**src/rtl/fetch_unit.sv**
```systemverilog
// Instruction fetch stage: owns the PC, reads opcode/immediate bytes over a
// ready/valid memory port, folds the CB prefix and handles HALT sleep/wake.
module fetch_unit #(
  parameter logic [15:0] RESET_PC  = 16'h0000,
  parameter logic [7:0]  CB_PREFIX = 8'hCB
) (
  input  logic        clk,
  input  logic        rst,
  output logic [15:0] mem_addr,
  output logic        mem_rd_en,
  input  logic [7:0]  mem_rd_data,
  input  logic        mem_ready,
  output logic [7:0]  curr_op,
  output logic        op_cb,
  output logic        op_valid,
  input  logic        op_done,
  input  logic        imm_req,
  output logic [7:0]  imm_data,
  output logic        imm_valid,
  input  logic        pc_load,
  input  logic [15:0] pc_load_val,
  input  logic        halt_req,
  input  logic        wake,
  output logic [15:0] pc
);

  typedef enum logic [2:0] {
    S_IDLE,
    S_FETCH,
    S_FETCH_CB,
    S_ISSUE,
    S_IMM,
    S_HALTED
  } state_t;

  state_t state;

  assign mem_addr = pc;

  // mem_rd_en and op_valid are registered decodes of the state being entered
  always_ff @(posedge clk or negedge rst) begin
    if (!rst) begin
      state     <= S_IDLE;
      pc        <= RESET_PC;
      curr_op   <= 8'h00;
      op_cb     <= 1'b0;
      op_valid  <= 1'b0;
      imm_data  <= 8'h00;
      imm_valid <= 1'b0;
      mem_rd_en <= 1'b0;
    end else begin
      imm_valid <= 1'b0;
      case (state)
        S_IDLE: begin
          state     <= S_FETCH;
          mem_rd_en <= 1'b1;
        end
        S_FETCH: begin
          if (mem_ready) begin
            curr_op <= mem_rd_data;
            pc      <= pc + 16'd1;
            if (mem_rd_data == CB_PREFIX) begin
              op_cb <= 1'b1;
              state <= S_FETCH_CB;
            end else begin
              op_cb     <= 1'b0;
              state     <= S_ISSUE;
              mem_rd_en <= 1'b0;
              op_valid  <= 1'b1;
            end
          end
        end
        S_FETCH_CB: begin
          // second byte is taken verbatim, even if it is another prefix
          if (mem_ready) begin
            curr_op   <= mem_rd_data;
            pc        <= pc + 16'd1;
            state     <= S_ISSUE;
            mem_rd_en <= 1'b0;
            op_valid  <= 1'b1;
          end
        end
        S_ISSUE: begin
          if (pc_load) begin
            pc <= pc_load_val;
          end
          if (op_done && halt_req) begin
            state    <= S_HALTED;
            op_valid <= 1'b0;
          end else if (op_done) begin
            state     <= S_FETCH;
            op_valid  <= 1'b0;
            mem_rd_en <= 1'b1;
          end else if (imm_req) begin
            state     <= S_IMM;
            op_valid  <= 1'b0;
            mem_rd_en <= 1'b1;
          end
        end
        S_IMM: begin
          if (mem_ready) begin
            imm_data  <= mem_rd_data;
            imm_valid <= 1'b1;
            pc        <= pc + 16'd1;
            state     <= S_ISSUE;
            mem_rd_en <= 1'b0;
            op_valid  <= 1'b1;
          end
        end
        S_HALTED: begin
          if (wake) begin
            state     <= S_FETCH;
            mem_rd_en <= 1'b1;
          end
        end
        default: begin
          state     <= S_IDLE;
          mem_rd_en <= 1'b0;
          op_valid  <= 1'b0;
        end
      endcase
    end
  end

endmodule

```
**config.mk**
```make
export PLATFORM = sky130hd
export DESIGN_NAME = fetch_unit
export DESIGN_NICKNAME = d
export VERILOG_FILES = /design/src/rtl/fetch_unit.sv
export SDC_FILE = /design/constraint.sdc
export NUM_CORES = 1
export LEC_CHECK = 0
export CAP_MARGIN = 20
export CELL_PAD_IN_SITES_DETAIL_PLACEMENT = 1
export CELL_PAD_IN_SITES_GLOBAL_PLACEMENT = 1
export CORE_MARGIN = 2
export CORE_UTILIZATION = 36
export CTS_CLUSTER_DIAMETER = 100
export DETAILED_ROUTE_END_ITERATION = 7
export PLACE_DENSITY = 0.95
export RECOVER_POWER = 100
export SLEW_MARGIN = 10
export SYNTH_ARGS = -nofsm -noshare
export SYNTH_HDL_FRONTEND = slang
export SYNTH_SLANG_ARGS = --single-unit
```
**constraint.sdc**
```tcl
create_clock -name clk -period 4.6 [get_ports clk]
set_clock_uncertainty 0.05 [all_clocks]
set_input_delay 0.69 -clock clk [delete_from_list [all_inputs] [get_ports clk]]
set_output_delay 0.69 -clock clk [all_outputs]
set_load 0.01 [all_outputs]
```
==> results of run 1 <==
[cells in the mapped netlist, drive strengths merged (4+ instances only)]
library cell	number	area [um2]
dfrtp	39	976
inv	10	37.5
buf	27	185
o22ai	6	37.5
mux2	17	195
nor2	13	48.8
nand2b	4	25.0
a21oi	22	114
o21ai	16	83.8
nand2	16	60.1
nand3	9	55.1
[where the power goes]
part | switching (mW) | internal, mW | leakage, nW
Combinational | 0.665 | 0.645 | 0.753
Clock | 0.131 | 0.106 | 0.0402
Sequential | 0.213 | 0.502 | 0.465
[per-layer routing]
| metal | part of all wire | routed length (um) | vias to the layer above | track usage |
|---|---|---|---|---|
| met1 | 0.42 | 2620 | 1019 | 0.224 |
| met5 | 0 | 0 | - | 0 |
| met4 | 0 | 0 | 0 | 0.0249 |
| li1 | - | - | 964 | - |
| met3 | 0.082 | 516 | 0 | 0.0633 |
| met2 | 0.50 | 3130 | 78 | 0.320 |
[registers in the layout (all words and copies together) (netlist names)]
register,cells
curr_op,8
imm_data,8
imm_valid,1
mem_addr,16
mem_rd_en,1
op_cb,1
op_valid,1
state,3
[area by class of cell]
cell class	instances	share of cell area
clock buffer	5	0.0223
clock inverter	3	0.00648
inverter	10	0.0121
multi-input combinational	156	0.345
sequential	39	0.316
tap	77	0.0312
timing repair buffer	83	0.267
[cells by family (layout without fill, tap and decap cells)]
group | after synthesis | after routing | share of synthesized area
compound gates | 74 | 74 | 0.225
xor+xnor | 2 | 2 | 0.00766
flops | 39 | 39 | 0.426
simple gates | 61 | 61 | 0.147
buf+inv | 38 | 101 | 0.0995
fa+ha+maj | 1 | 1 | 0.00547
mux | 18 | 18 | 0.0897
[cell usage in the layout (no fill, tap or decap), drive strengths merged, types with 2 or more instances in the layout]
cell type | Yosys | final
dlygate4sd3 | 0 | 54
dfrtp | 39 | 39
clkdlybuf4s50 | 0 | 28
a21oi | 22 | 22
mux2 | 17 | 17
nand2 | 16 | 16
o21ai | 16 | 16
nor2 | 13 | 13
inv | 10 | 10
nand3 | 9 | 9
o22ai | 6 | 6
clkbuf | 1 | 6
nand2b | 4 | 4
and3 | 3 | 3
nor3 | 3 | 3
a31o | 3 | 3
a22oi | 3 | 3
o21a | 3 | 3
nor4 | 3 | 3
nand4 | 3 | 3
xor2 | 2 | 2
a31oi | 2 | 2
a41o | 2 | 2
a41oi | 2 | 2
clkinvlp | 0 | 2
and4bb | 2 | 2
o32ai | 2 | 2
o22a | 2 | 2
[how the worst max path moves through the flow]
| stage | from | end | slack, ns | cells past startpoint |
|---|---|---|---|---|
| after floorplan | mem_ready | mem_addr[7]$_DFFE_PN0P_ | 2.68 | 6 |
| after detailed placement | mem_ready | mem_addr[6]$_DFFE_PN0P_ | 1.57 | 6 |
| final | mem_ready | mem_addr[9]$_DFFE_PN0P_ | 1.57 | 5 |
| after global placement | mem_ready | mem_addr[6]$_DFFE_PN0P_ | 1.67 | 6 |
| after global routing | mem_ready | mem_addr[14]$_DFFE_PN0P_ | 1.42 | 6 |
| after CTS | mem_ready | mem_addr[6]$_DFFE_PN0P_ | 1.88 | 6 |
[metrics by stage]
stage | instance area (um2) | instances | util
final | 3090 | 373 | 0.495
after global routing | 3090 | 373 | 0.495
after CTS | 3110 | 373 | 0.498
after detailed placement | 3020 | 365 | 0.484
after global placement | 3020 | 365 | 0.484
after floorplan | 2290 | 233 | -
[worst max-delay path: stages]
cell           delay [ns]
dlygate4sd3_1        0.64
and4bb_1             0.40
a211oi_1             1.08
nor2_1               0.12
o22a_1               0.24
==> flow_summary_export.csv, run 1 <==
group,metric,value,unit
outcome,outcome,"finished, violations left",
outcome,violations,"max-capacitance violations, max-slew violations",
timing,finalSetupViolCount,0,
synth,synth_fp_nets,266,
worst_setup_path,ff2ff_path_depth,4,
synth,syn_area_per_cell,9.82,um2
worst_setup_path,r2r_setup_slack,1.86,ns
drt,viasPerCell,5.53,
drt,ant_nets,0,
drt,first_pass_iters,4,
timing,slew-limit-headroom,-0.444,
cts,root_buffer,"clkbuf_8",
cts,clockBufferDepth,2,
global_route,grt_start_max_net_pins,40,
timing,fmax,330,MHz
placement,pre_cts_ws,1.57,ns
job,maxCapViolCount,1,
final_layout,area_growth,35.0,%
die,core,0.00624,mm2
cts,cts_buffers,5,
power_and_ir_drop,powerDensity,732,mW/mm2
timing,setup_slack,1.57,ns
min_path,worstHoldStart,"curr_op[6]$_DFFE_PN0P_",
cts,cts_tree,"built",
synth,synth_seq_cells,39,
global_route,grt_pass1_vias,2183,
timing,timing.hold.ws,0.450,ns
final_layout,nFillCells,709,
power_and_ir_drop,fin_total_pwr,2.26,mW
global_route,grt_pass1_wl,10.6,mm
cts,clock_latency,0.29,ns
synth,yosysWarnings,0,
cts,clock-sinks,39,
drt,routedWlPerCell,16.8,um
die,placementRows,29,
worst_setup_path,critPathLaunchType,"input port",
drt,drc,0,
cts,clk_pin_slew,0.08,ns
timing,worstMarginPinSlew,2.17,ns
placement,gp_congestion,0.789,
die,ioPinCount,84,
min_path,hp-class,"flip-flop to flip-flop",
drt,drt_iter0_markers,96,
synth,synth_area,0.00229,mm2
timing,drv_slew,40,
cts,h-tree-depth,2,
power_and_ir_drop,vdd_drop_max,0.000383,V
placement,hpwl,4.64,mm
final_layout,multiInputGateArea,0.00107,mm2
cts,cts_resized,0,
drt,wirelength,6.27,mm
timing,timing.final.crit_share,0.659,
synth,synth.distinct_cells,57,
worst_setup_path,crit_arrival,3.17,ns
worst_setup_path,r2r-end,"mem_addr[9]$_DFFE_PN0P_",
worst_setup_path,r2r-start,"state[0]$_DFFE_PN0P_",
timing,finalHoldViolations,0,
final_layout,seq_area,976,um2
final_layout,drive_gt1_frac,0.132,
worst_setup_path,critPathKind,"input port to flip-flop",
final_layout,nets,328,
timing,fin_crit,3.03,ns
die,die_area,0.00701,mm2
final_layout,diodes,0,
worst_setup_path,endpoint_kind,"flip-flop",
worst_setup_path,cp.required,4.74,ns
min_path,hold_end,"curr_op[6]$_DFFE_PN0P_",
die,die_h,83.7,um
power_and_ir_drop,p_leak,1.26,nW
timing,setup-tns-final,0,ns
drt,vias,2061,
synth,synth_ff_type,"dfrtp_1",
timing,rsz0062_at_grt,"false",
min_path,min_path_cells,1,
cts,holdBufCountCts,0,
die,die-width,83.7,um
synth,synth_edf_count,0,
global_route,grt_usage,0.183,
global_route,grt_antenna_before_repair,0,
cts,postCtsSetupBuffers,0,
worst_setup_path,worstPathMaxFanout,12,
synth,netlist_instances,233,
die,start_util,0.367,
placement,port_buffers,83,
synth,async_flop_share,1.00,
global_route,overflow,0,
synth,ys_seq_area_frac,0.426,
Power figures use the tool's default switching activity.
==> inputs of run 2 (changes only) <==
- CORE_UTILIZATION: 36 -> 30
- PLACE_DENSITY: 0.95 -> 0.89
- clock period: 4.6 -> 2.59 ns (I/O delays scaled with it)
==> flow_summary_export.csv, run 2 (synthesis gave the netlist of run 1 again) <==
group,metric,value,unit
die,die-width,91.3,um
final_layout,diodes,0,
worst_setup_path,cp_top_family,"flip-flops",
cts,clock_latency,0.29,ns
cts,clock-sinks,39,
worst_setup_path,critPathKind,"flip-flop to flip-flop",
die,die_h,91.3,um
global_route,grt_pass1_wl,11.3,mm
die,die_area,0.00834,mm2
global_route,grt_usage,0.166,
die,start_util,0.312,
job,maxCapViolCount,0,
min_path,hp-class,"input port to async pin",
worst_setup_path,worstPathMaxFanout,23,
timing,setup-tns-final,0,ns
drt,first_pass_iters,4,
timing,worstMarginPinSlew,0.903,ns
die,core,0.00733,mm2
final_layout,nFillCells,828,
placement,gp_congestion,0.814,
final_layout,instances_no_fill,400,
global_route,overflow,0,
worst_setup_path,crit_path_cell_trace,"and4bb_1 -> a211o_1 -> clkbuf_2 -> o21a_1 -> nor2_1 -> a21oi_1",
drt,drc,0,
placement,place_inst,392,
cts,postCtsSetupBuffers,0,
worst_setup_path,ff2ff_path_depth,6,
global_route,grt_antenna_before_repair,0,
timing,slew-limit-headroom,0.398,
die,ioPinCount,84,
cts,holdBufCountCts,0,
timing,fmax,465,MHz
cts,cts_resized,0,
drt,drt_iter0_markers,93,
cts,cts_tree,"built",
worst_setup_path,cp_num_cells,6,
worst_setup_path,r2r-end,"mem_addr[11]$_DFFE_PN0P_",
power_and_ir_drop,vdd_drop_max,0.000430,V
cts,cts_buffers,5,
final_layout,drive_gt1_frac,0.143,
final_layout,largest_register_ffs,16,
worst_setup_path,cp_slowest_cell,"dfrtp_1",
power_and_ir_drop,powerDensity,1310,mW/mm2
final_layout,final_common_cell,"dlygate4sd3_1",
drt,viasPerCell,5.10,
worst_setup_path,critPathLaunchType,"flip-flop",
cts,clockBufferDepth,2,
timing,timing.final.crit_share,0.830,
final_layout,postLayoutCoreUtil,0.434,
worst_setup_path,r2r_setup_slack,0.44,ns
worst_setup_path,endpoint_kind,"flip-flop",
global_route,grt_pass1_vias,2138,
power_and_ir_drop,p_leak,1.30,nW
outcome,outcome,"completed",
timing,drv_slew,0,
timing,finalHoldViolations,0,
worst_setup_path,path_buf_inv,1,
global_route,grt_start_max_net_pins,40,
cts,h-tree-depth,2,
drt,vias,2039,
placement,hpwl,4.87,mm
worst_setup_path,cp-startpoint,"state[1]$_DFFE_PN0P_",
worst_setup_path,r2r-start,"state[1]$_DFFE_PN0P_",
final_layout,area_growth,39.0,%
timing,finalSetupViolCount,0,
placement,port_buffers,83,
final_layout,layout_common_cells,"dlygate4sd3_1, dfrtp_1, clkdlybuf4s50_1",
cts,root_buffer,"clkbuf_8",
timing,fin_crit,2.15,ns
timing,rsz0062_at_grt,"false",
worst_setup_path,cp.required,2.69,ns
drt,routedWlPerCell,16.9,um
drt,wirelength,6.74,mm
worst_setup_path,slowest_delay,0.71,ns
worst_setup_path,crit_arrival,2.25,ns
die,placementRows,31,
worst_setup_path,setup.worst_path.end,"mem_addr[11]$_DFFE_PN0P_",
final_layout,nets,333,
drt,ant_nets,0,
cts,clk_pin_slew,0.08,ns
==> run 2: how the worst min path moves through the flow <==
stage | start | to | slack, ns
2_1_floorplan | rst | curr_op[0]$_DFFE_PN0P_ | 0.04
3_3_place_gp | curr_op[6]$_DFFE_PN0P_ | curr_op[6]$_DFFE_PN0P_ | 0.43
3_5_place_dp | curr_op[7]$_DFFE_PN0P_ | curr_op[7]$_DFFE_PN0P_ | 0.44
4_1_cts | rst | state[2]$_DFFE_PN0P_ | 0.21
5_1_grt | rst | mem_addr[13]$_DFFE_PN0P_ | 0.24
6_report | rst | mem_addr[13]$_DFFE_PN0P_ | 0.17
==> run 2: metal layers <==
metal | track usage | share of wire | wire length (um) | vias to the layer above
li1 | - | - | - | 977
met2 | 0.290 | 0.51 | 3470 | 42
met5 | 0 | 0 | 0 | -
met3 | 0.0290 | 0.030 | 200 | 4
met4 | 0.0379 | 0.0068 | 46 | 0
met1 | 0.214 | 0.45 | 3030 | 1016
==> run 2: layout make-up <==
class	instances	area, um2	share of cell area
clock inverters	2	35.0	0.0110
repair buffers	88	853	0.268
inverters	10	37.5	0.0118
multi-input cells	156	1070	0.337
well taps	99	124	0.0389
clock buffers	6	82.6	0.0260
flip-flops and latches	39	976	0.307
==> run 2: stage by stage <==
stage | setup slack [ns] | hold WS, ns | area [um2] | total power, mW
finish | 0.440 | 0.171 | 3180 | 4.18
global route | 0.252 | 0.236 | 3180 | 4.53
CTS | 0.521 | 0.211 | 3200 | 4.41
detailed placement | 0.364 | 0.439 | 3090 | 3.85
global placement | 0.430 | 0.429 | 3090 | 3.74
floorplan | 0.928 | 0.0429 | 2290 | 2.89
==> run 2: power breakdown <==
part | internal [mW] | switching [mW] | total, mW | leakage (nW)
clock | 0.312 | 0.218 | 0.530 | 0.0612
sequential | 0.893 | 0.323 | 1.22 | 0.465
combinational | 1.17 | 1.26 | 2.43 | 0.775
total | 2.38 | 1.80 | 4.18 | 1.30
